<file path="config.mk">
export PLATFORM = sky130hd
export DESIGN_NAME = lcd_pattern_timing_gen
export DESIGN_NICKNAME = d
export VERILOG_FILES = /design/src/rtl/lcd_video_pkg.sv /design/src/rtl/lcd_sync_counter.sv /design/src/rtl/lcd_pattern_timing_gen.sv
export SDC_FILE = /design/constraint.sdc
export NUM_CORES = 1
export LEC_CHECK = 0
export ABC_AREA = 1
export CORE_UTILIZATION = 54
export DETAILED_ROUTE_END_ITERATION = 10
export PLACE_DENSITY = 0.8
export SLEW_MARGIN = 10
export SYNTH_ARGS = -nofsm -noshare
export SYNTH_HDL_FRONTEND = slang
export SYNTH_HIERARCHICAL = 1
export SYNTH_SLANG_ARGS = --single-unit
</file>
<file path="constraint.sdc">
create_clock -name pclk -period 2.6 [get_ports pclk]
set_input_delay 0.52 -clock pclk [delete_from_list [all_inputs] [get_ports pclk]]
set_output_delay 0.52 -clock pclk [all_outputs]
set_load 0.02 [all_outputs]
</file>
<file path="src/rtl/lcd_video_pkg.sv">
// Shared definitions for the LCD timing/pattern generator: pattern modes,
// colour-bar table and timing total helpers.
package lcd_video_pkg;

  typedef enum logic [1:0] {
    MODE_BAR   = 2'd0,
    MODE_GRID  = 2'd1,
    MODE_GRAD  = 2'd2,
    MODE_SOLID = 2'd3
  } mode_t;

  localparam int unsigned BAR_NUM_MAX = 8;
  localparam int unsigned GRID_STEP   = 16;

  function automatic int unsigned h_total(input int unsigned active, input int unsigned fp,
                                          input int unsigned sync, input int unsigned bp);
    return active + fp + sync + bp;
  endfunction

  function automatic int unsigned v_total(input int unsigned active, input int unsigned fp,
                                          input int unsigned sync, input int unsigned bp);
    return active + fp + sync + bp;
  endfunction

  // Returns one full-scale flag per channel {r,g,b}; the caller widens each
  // flag to DATA_W bits so the table stays independent of channel width.
  function automatic logic [2:0] bar_colour_flags(input logic [2:0] idx);
    case (idx)
      3'd0:    return 3'b111;  // white
      3'd1:    return 3'b110;  // yellow
      3'd2:    return 3'b011;  // cyan
      3'd3:    return 3'b010;  // green
      3'd4:    return 3'b101;  // magenta
      3'd5:    return 3'b100;  // red
      3'd6:    return 3'b001;  // blue
      default: return 3'b000;  // black
    endcase
  endfunction

endpackage

</file>
<file path="src/rtl/lcd_sync_counter.sv">
// Horizontal/vertical raster counters with combinational sync, data-enable
// and coordinate decode; the top registers every decoded output.
module lcd_sync_counter
  import lcd_video_pkg::*;
#(
  parameter int unsigned H_ACTIVE = 480,
  parameter int unsigned H_FP     = 2,
  parameter int unsigned H_SYNC   = 41,
  parameter int unsigned H_BP     = 2,
  parameter int unsigned V_ACTIVE = 272,
  parameter int unsigned V_FP     = 2,
  parameter int unsigned V_SYNC   = 10,
  parameter int unsigned V_BP     = 2
) (
  input  logic                        pclk,
  input  logic                        rst_n,
  output logic                        h_act,
  output logic                        h_last,
  output logic                        origin,
  output logic                        de_c,
  output logic                        hs_act,
  output logic                        vs_act,
  output logic [$clog2(H_ACTIVE)-1:0] x_c,
  output logic [$clog2(V_ACTIVE)-1:0] y_c
);

  localparam int unsigned H_TOT = h_total(H_ACTIVE, H_FP, H_SYNC, H_BP);
  localparam int unsigned V_TOT = v_total(V_ACTIVE, V_FP, V_SYNC, V_BP);
  localparam int unsigned HW    = $clog2(H_TOT);
  localparam int unsigned VW    = $clog2(V_TOT);
  localparam int unsigned XW    = $clog2(H_ACTIVE);
  localparam int unsigned YW    = $clog2(V_ACTIVE);

  localparam logic [HW-1:0] H_ACT_C  = HW'(H_ACTIVE);
  localparam logic [HW-1:0] H_LAST_C = HW'(H_TOT - 1);
  localparam logic [HW-1:0] HS_BEG_C = HW'(H_ACTIVE + H_FP);
  localparam logic [HW-1:0] HS_END_C = HW'(H_ACTIVE + H_FP + H_SYNC);
  localparam logic [VW-1:0] V_ACT_C  = VW'(V_ACTIVE);
  localparam logic [VW-1:0] V_LAST_C = VW'(V_TOT - 1);
  localparam logic [VW-1:0] VS_BEG_C = VW'(V_ACTIVE + V_FP);
  localparam logic [VW-1:0] VS_END_C = VW'(V_ACTIVE + V_FP + V_SYNC);

  logic [HW-1:0] h_cnt;
  logic [VW-1:0] v_cnt;

  always_ff @(posedge pclk) begin
    if (!rst_n) begin
      h_cnt <= '0;
      v_cnt <= '0;
    end else if (h_cnt == H_LAST_C) begin
      h_cnt <= '0;
      v_cnt <= (v_cnt == V_LAST_C) ? '0 : v_cnt + 1'b1;
    end else begin
      h_cnt <= h_cnt + 1'b1;
    end
  end

  logic v_act;

  always_comb begin
    h_act  = (h_cnt < H_ACT_C);
    v_act  = (v_cnt < V_ACT_C);
    h_last = (h_cnt == H_LAST_C);
    origin = (h_cnt == '0) && (v_cnt == '0);
    de_c   = h_act && v_act;
    hs_act = (h_cnt >= HS_BEG_C) && (h_cnt < HS_END_C);
    vs_act = (v_cnt >= VS_BEG_C) && (v_cnt < VS_END_C);
    x_c    = XW'(h_cnt);
    y_c    = YW'(v_cnt);
  end

endmodule

</file>
<file path="src/rtl/lcd_pattern_timing_gen.sv">
// Parametrised LCD timing and test-pattern source: latches the pattern
// selection per frame and registers sync, enable, colour and coordinates.
module lcd_pattern_timing_gen
  import lcd_video_pkg::*;
#(
  parameter int unsigned H_ACTIVE = 480,
  parameter int unsigned H_FP     = 2,
  parameter int unsigned H_SYNC   = 41,
  parameter int unsigned H_BP     = 2,
  parameter int unsigned V_ACTIVE = 272,
  parameter int unsigned V_FP     = 2,
  parameter int unsigned V_SYNC   = 10,
  parameter int unsigned V_BP     = 2,
  parameter int unsigned HS_POL   = 0,
  parameter int unsigned VS_POL   = 0,
  parameter int unsigned DATA_W   = 8,
  parameter int unsigned BAR_NUM  = 8
) (
  input  logic                        pclk,
  input  logic                        rst_n,
  input  logic [1:0]                  mode_i,
  input  logic [3*DATA_W-1:0]         solid_rgb_i,
  output logic                        hs,
  output logic                        vs,
  output logic                        de,
  output logic [DATA_W-1:0]           rgb_r,
  output logic [DATA_W-1:0]           rgb_g,
  output logic [DATA_W-1:0]           rgb_b,
  output logic [$clog2(H_ACTIVE)-1:0] x_pos,
  output logic [$clog2(V_ACTIVE)-1:0] y_pos,
  output logic                        frame_start
);

  if (BAR_NUM == 0 || BAR_NUM > BAR_NUM_MAX || H_FP == 0 || H_SYNC == 0 || H_BP == 0 ||
      V_FP == 0 || V_SYNC == 0 || V_BP == 0) begin : g_param_check
    $error("lcd_pattern_timing_gen: BAR_NUM must be 1..8 and porch/sync widths non-zero");
  end

  localparam int unsigned XW     = $clog2(H_ACTIVE);
  localparam int unsigned YW     = $clog2(V_ACTIVE);
  localparam int unsigned BAR_W  = (BAR_NUM == 0 || H_ACTIVE < BAR_NUM) ? 1 : H_ACTIVE / BAR_NUM;
  localparam int unsigned RW     = $clog2(BAR_W + 1);
  localparam logic        HS_LVL = 1'(HS_POL);
  localparam logic        VS_LVL = 1'(VS_POL);

  localparam logic [RW-1:0] BAR_LAST_C = RW'(BAR_W - 1);
  localparam logic [2:0]    IDX_MAX_C  = 3'((BAR_NUM == 0) ? 0 : BAR_NUM - 1);

  logic          h_act, h_last, origin, de_c, hs_act, vs_act;
  logic [XW-1:0] x_c;
  logic [YW-1:0] y_c;

  lcd_sync_counter #(
    .H_ACTIVE (H_ACTIVE),
    .H_FP     (H_FP),
    .H_SYNC   (H_SYNC),
    .H_BP     (H_BP),
    .V_ACTIVE (V_ACTIVE),
    .V_FP     (V_FP),
    .V_SYNC   (V_SYNC),
    .V_BP     (V_BP)
  ) u_sync_counter (
    .pclk   (pclk),
    .rst_n  (rst_n),
    .h_act  (h_act),
    .h_last (h_last),
    .origin (origin),
    .de_c   (de_c),
    .hs_act (hs_act),
    .vs_act (vs_act),
    .x_c    (x_c),
    .y_c    (y_c)
  );

  mode_t              mode_q, mode_eff;
  logic [3*DATA_W-1:0] solid_q, solid_eff;
  logic [RW-1:0]       bar_run;
  logic [2:0]          bar_idx;
  logic [2:0]          flags;
  logic                grid_on;
  logic [DATA_W-1:0]   grad;
  logic [3*DATA_W-1:0] pix;

  // The pixel at the origin already belongs to the new frame, so it uses the
  // live inputs; every later pixel of the frame uses the latched copy.
  always_comb begin
    mode_eff  = origin ? mode_t'(mode_i) : mode_q;
    solid_eff = origin ? solid_rgb_i : solid_q;
    flags     = bar_colour_flags(bar_idx);
    grid_on   = (32'(x_c) % GRID_STEP == 0) || (32'(y_c) % GRID_STEP == 0) ||
                (32'(x_c) == H_ACTIVE - 1) || (32'(y_c) == V_ACTIVE - 1);
    grad      = DATA_W'(32'(x_c));
    pix       = '0;
    case (mode_eff)
      MODE_BAR:   pix = {{DATA_W{flags[2]}}, {DATA_W{flags[1]}}, {DATA_W{flags[0]}}};
      MODE_GRID:  pix = grid_on ? '1 : '0;
      MODE_GRAD:  pix = {grad, grad, grad};
      MODE_SOLID: pix = solid_eff;
      default:    pix = '0;
    endcase
    if (!de_c) pix = '0;
  end

  always_ff @(posedge pclk) begin
    if (!rst_n) begin
      hs          <= ~HS_LVL;
      vs          <= ~VS_LVL;
      de          <= 1'b0;
      rgb_r       <= '0;
      rgb_g       <= '0;
      rgb_b       <= '0;
      x_pos       <= '0;
      y_pos       <= '0;
      frame_start <= 1'b0;
      mode_q      <= MODE_BAR;
      solid_q     <= '0;
      bar_run     <= '0;
      bar_idx     <= '0;
    end else begin
      hs                    <= hs_act ? HS_LVL : ~HS_LVL;
      vs                    <= vs_act ? VS_LVL : ~VS_LVL;
      de                    <= de_c;
      {rgb_r, rgb_g, rgb_b} <= pix;
      x_pos                 <= de_c ? x_c : '0;
      y_pos                 <= de_c ? y_c : '0;
      frame_start           <= origin;
      if (origin) begin
        mode_q  <= mode_t'(mode_i);
        solid_q <= solid_rgb_i;
      end
      // Run counter tracks the bar of the pixel the counters point at next.
      if (h_last) begin
        bar_run <= '0;
        bar_idx <= '0;
      end else if (h_act) begin
        if (bar_run == BAR_LAST_C) begin
          bar_run <= '0;
          if (bar_idx != IDX_MAX_C) bar_idx <= bar_idx + 1'b1;
        end else begin
          bar_run <= bar_run + 1'b1;
        end
      end
    end
  end

endmodule

</file>
==> run summary <==
The total of warnings raised by yosys is 6. The worst setup path is of the reg2reg kind. The total of hold buffers inserted after clock tree synthesis is 0. By area the synthesized netlist is led by sky130_fd_sc_hd__dfxtp_1 (43%), sky130_fd_sc_hd__inv_1 (10%), sky130_fd_sc_hd__nand2_1 (9.7%). The final layout contains routed wiring with a total length of 11,350 um.

In this run the core area contains 33 standard-cell rows. In the final timing run, aggregate negative setup slack is 0 ps. The area overhead of the layout relative to synthesis is 23.61%. Counting every sink on the clock net gives 100. The worst hold margin is 502.3 ps. The buffer depth of the longest clock path is 2. The worst-path maximum fanout came out at 7. Setup violations remaining at the end of the flow were counted as 0.

The pin slew with the least headroom to its limit came out at 532.6 ps. The clock period minus worst slack came out at 2386 ps. The total core area came out at 8258 um^2.

The run finished with clean final reports. Data arrives at the worst endpoint at 2710 ps. The number of violations reported at the end of detailed-routing iteration 0 came out at 226. The via count came out at 4,202. The class of the tightest hold or removal check is reg2reg. The first global-routing pass estimated 18,630 um of wire. The share of the yosys chip area belonging to registers came out at 0.4312. The endpoint kind of the worst setup timing path is a flop. The number of antenna diodes in the final layout is 0.

The routability congestion estimate is 0.8440. The final hold violation count is 0. TritonCTS built the clock tree.

The static leakage came out at 0.002712 uW. The maximum level of the CTS H-tree came out at 3. The detailed placement HPWL came out at 8220 um. When the netlist entered floorplanning its net count stood at 692.

The die outline area is 8974 um^2. The final critical-path setup slack came out at 213.6 ps. The residual overflow from global routing came out at 0. The DRC violations left came out at 0.

The count of state elements after synthesis is 100. The count of nets left with antenna violations once routing finished came out at 0. The worst vdd rail ir drop is 357.6 uV. The number of antenna violations at the first check in global routing is 0. The average wire length per cell after detail routing came out at 13.50 um. The number of library cell types mapped by synthesis is 35. The synthesized area is 4643 um^2.

The number of standard cells after synthesis came out at 652. The pin count of the biggest net entering global routing came out at 36. The latest clock arrival within the worst-skew pair came out at 370 ps.

From bottom edge to top edge, the die measures 94.73 um. The number of detailed-routing iterations run before antenna repair came out at 5. The tightest slew margin relative to the limit is 0.6436. The cell chosen for the clock root is sky130_fd_sc_hd__clkbuf_8. The horizontal extent of the die is 94.73 um.

For the worst setup path, the data required time is 2930 ps. Using the TritonRoute via totals, the vias-per-cell ratio works out to 4.996. The proportion of layout cells with a drive suffix above 1 came out at 0.09647. The share of Yosys cell area claimed by the top area cell type came out at 0.4312. The clock tree skew after final layout came out at 10.09 ps. The share of the clock period used by the worst path after layout came out at 0.9178. The global-route total usage across every layer is 0.2691.

The clock-pin transition on the worst setup and hold timing paths is 110 ps. The max-slew violation count was 0. The element type at the critical path start is a flop.

The highest clock rate came out at 419.0 MHz. The cell type with the highest aggregate area in the netlist is sky130_fd_sc_hd__dfxtp_1. The power per unit of standard cell area is 608.0 nW/um^2. Before CTS, the worst setup slack after placement is 129.6 ps. The initial core utilization came out at 0.5623. Setup repair after global routing left no endpoint under its margin. Counting the buffers created by CTS gives 9. The I/O pin total is 74. In this run the tool buffered the top-level ports with 73 buffer cells. The via count of the first global-routing pass is 4,071. After the last flow step, the layout net total stands at 771. Across the run, the number of max-cap violations was 0. In this run the mean area of a mapped cell was 7.121 um^2.
critical path: stages (launching register included):
cell and delay, ps:
sky130_fd_sc_hd__dfxtp_1 460, sky130_fd_sc_hd__inv_1 130, sky130_fd_sc_hd__ha_1 190, sky130_fd_sc_hd__nand3_1 90, sky130_fd_sc_hd__nor4_2 60, sky130_fd_sc_hd__buf_4 180, sky130_fd_sc_hd__buf_12 130, sky130_fd_sc_hd__o21ai_4 270
sky130_fd_sc_hd__buf_4 200, sky130_fd_sc_hd__nand3_1 170, sky130_fd_sc_hd__o21ai_1 220, sky130_fd_sc_hd__inv_1 60, sky130_fd_sc_hd__nand3_1 80, sky130_fd_sc_hd__nand2_1 50, sky130_fd_sc_hd__inv_1 60
metrics by stage:
| step | power [uW] | area [um^2] | instances | utilization |
|---|---|---|---|---|
| after global routing | 3664 | 5739 | 841 | 0.6950 |
| after global placement | 2402 | 5466 | 822 | 0.6620 |
| final | 3490 | 5739 | 841 | 0.6950 |
| after detailed placement | 2415 | 5466 | 822 | 0.6620 |
| after floorplan | 2163 | 4643 | 652 | - |
| after CTS | 3476 | 5685 | 838 | 0.6885 |
flip-flops by register name, indices dropped and copies added (netlist names), 3 cells and up:
| name | flops |
|---|---|
| y_pos | 9 |
| bar_run | 6 |
| rgb_b | 8 |
| solid_q | 24 |
| u_sync_counter/h_cnt | 10 |
| bar_idx | 3 |
| rgb_r | 8 |
| rgb_g | 8 |
| x_pos | 9 |
| u_sync_counter/y_c | 9 |
final timing paths:
check,startpoint,endpoint,slack (ps),cells past startpoint
worst max-delay path,u_sync_counter/y_c[1],rgb_g[5],210,14
worst min-delay path,solid_q[11],solid_q[11],500,2
worst max register to register,u_sync_counter/y_c[1],rgb_g[5],210,14
worst min register to register,solid_q[11],solid_q[11],500,2
repair_timing:
action | 4_1_cts | 5_1_grt
buffers inserted | 0 | 3
endpoints found under the hold margin | 0 | 0
setup endpoints to repair | 0 | 24
resized for setup | 0 | 7
cells in the mapped netlist:
library cell / number
sky130_fd_sc_hd__a211oi_1: 1
sky130_fd_sc_hd__buf_6: 5
sky130_fd_sc_hd__a21oi_1: 6
sky130_fd_sc_hd__nand3_2: 1
sky130_fd_sc_hd__buf_1: 2
sky130_fd_sc_hd__o21ai_0: 40
sky130_fd_sc_hd__nor3_2: 2
sky130_fd_sc_hd__o21ai_4: 1
sky130_fd_sc_hd__dfxtp_1: 100
sky130_fd_sc_hd__nor3b_1: 2
sky130_fd_sc_hd__o21ai_1: 13
sky130_fd_sc_hd__clkbuf_2: 1
sky130_fd_sc_hd__o21ai_2: 2
sky130_fd_sc_hd__nor3_4: 1
sky130_fd_sc_hd__nand3_1: 58
sky130_fd_sc_hd__nand4_1: 6
sky130_fd_sc_hd__clkinv_4: 1
sky130_fd_sc_hd__nand2_1: 120
sky130_fd_sc_hd__nand2_2: 4
sky130_fd_sc_hd__xor2_1: 5
sky130_fd_sc_hd__buf_4: 10
sky130_fd_sc_hd__nor2_2: 2
sky130_fd_sc_hd__nand3_4: 1
sky130_fd_sc_hd__nor3_1: 4
sky130_fd_sc_hd__clkbuf_1: 3
sky130_fd_sc_hd__nor2_1: 98
sky130_fd_sc_hd__o211ai_1: 1
sky130_fd_sc_hd__nand2_4: 3
sky130_fd_sc_hd__inv_1: 129
sky130_fd_sc_hd__nor2_4: 4
sky130_fd_sc_hd__nor2_8: 2
sky130_fd_sc_hd__buf_2: 5
sky130_fd_sc_hd__ha_1: 12
sky130_fd_sc_hd__inv_2: 6
sky130_fd_sc_hd__nor4_1: 1
placed cells by master, fill, tap and decap left out, types with 3 or more instances in the layout:
| cell | netlist | layout |
|---|---|---|
| sky130_fd_sc_hd__nor2_4 | 4 | 4 |
| sky130_fd_sc_hd__inv_1 | 129 | 129 |
| sky130_fd_sc_hd__nand2_4 | 3 | 4 |
| sky130_fd_sc_hd__clkdlybuf4s50_1 | 0 | 73 |
| sky130_fd_sc_hd__dfxtp_1 | 100 | 100 |
| sky130_fd_sc_hd__a21oi_1 | 6 | 6 |
| sky130_fd_sc_hd__clkbuf_8 | 0 | 9 |
| sky130_fd_sc_hd__inv_8 | 0 | 3 |
| sky130_fd_sc_hd__buf_4 | 10 | 19 |
| sky130_fd_sc_hd__o21ai_2 | 2 | 4 |
| sky130_fd_sc_hd__nor2_2 | 2 | 3 |
| sky130_fd_sc_hd__nand2_2 | 4 | 3 |
| sky130_fd_sc_hd__nand2_1 | 120 | 120 |
| sky130_fd_sc_hd__xor2_1 | 5 | 5 |
| sky130_fd_sc_hd__nand3_1 | 58 | 58 |
| sky130_fd_sc_hd__nor3_1 | 4 | 4 |
| sky130_fd_sc_hd__nor2_1 | 98 | 97 |
| sky130_fd_sc_hd__inv_2 | 6 | 6 |
| sky130_fd_sc_hd__o21ai_0 | 40 | 38 |
| sky130_fd_sc_hd__nand4_1 | 6 | 6 |
| sky130_fd_sc_hd__o21ai_1 | 13 | 13 |
| sky130_fd_sc_hd__ha_1 | 12 | 12 |
cell families (layout without fill, tap and decap cells):
family | after synthesis | after routing | share of synthesized area
AO/OA/AOI/OAI | 64 | 64 | 0.07411
XOR/XNOR | 5 | 5 | 0.009431
adder cells (fa/ha/maj) | 12 | 12 | 0.03234
buffers and inverters | 162 | 246 | 0.1498
flip-flops | 100 | 100 | 0.4312
AND/OR/NAND/NOR | 309 | 309 | 0.3032
where the power goes:
part	leakage, uW	switching [uW]	internal (uW)
Combinational	0.00179	423	299
Sequential	0.000822	36.2	1650
Clock	0.000104	606	473
Total	0.00271	1070	2420
layout make-up:
type | count | area [um^2]
clock buffer | 9 | 123.9
clock inverter | 7 | 95.09
fill | 691 | 2519
inverter | 136 | 515.5
multi-input combinational | 390 | 1967
sequential | 100 | 2002
tap | 105 | 131.4
timing repair buffer | 94 | 904.6
routing by layer:
layer	track usage	wire length [um]	vias to the layer above	part of all wire
met1	0.3170	4869	1919	0.43
met2	0.4862	5703	134	0.50
met5	0	0	-	0
met4	0.1136	238	0	0.021
li1	-	-	2128	-
met3	0.03623	541	21	0.048
Power figures use the tool's default switching activity.
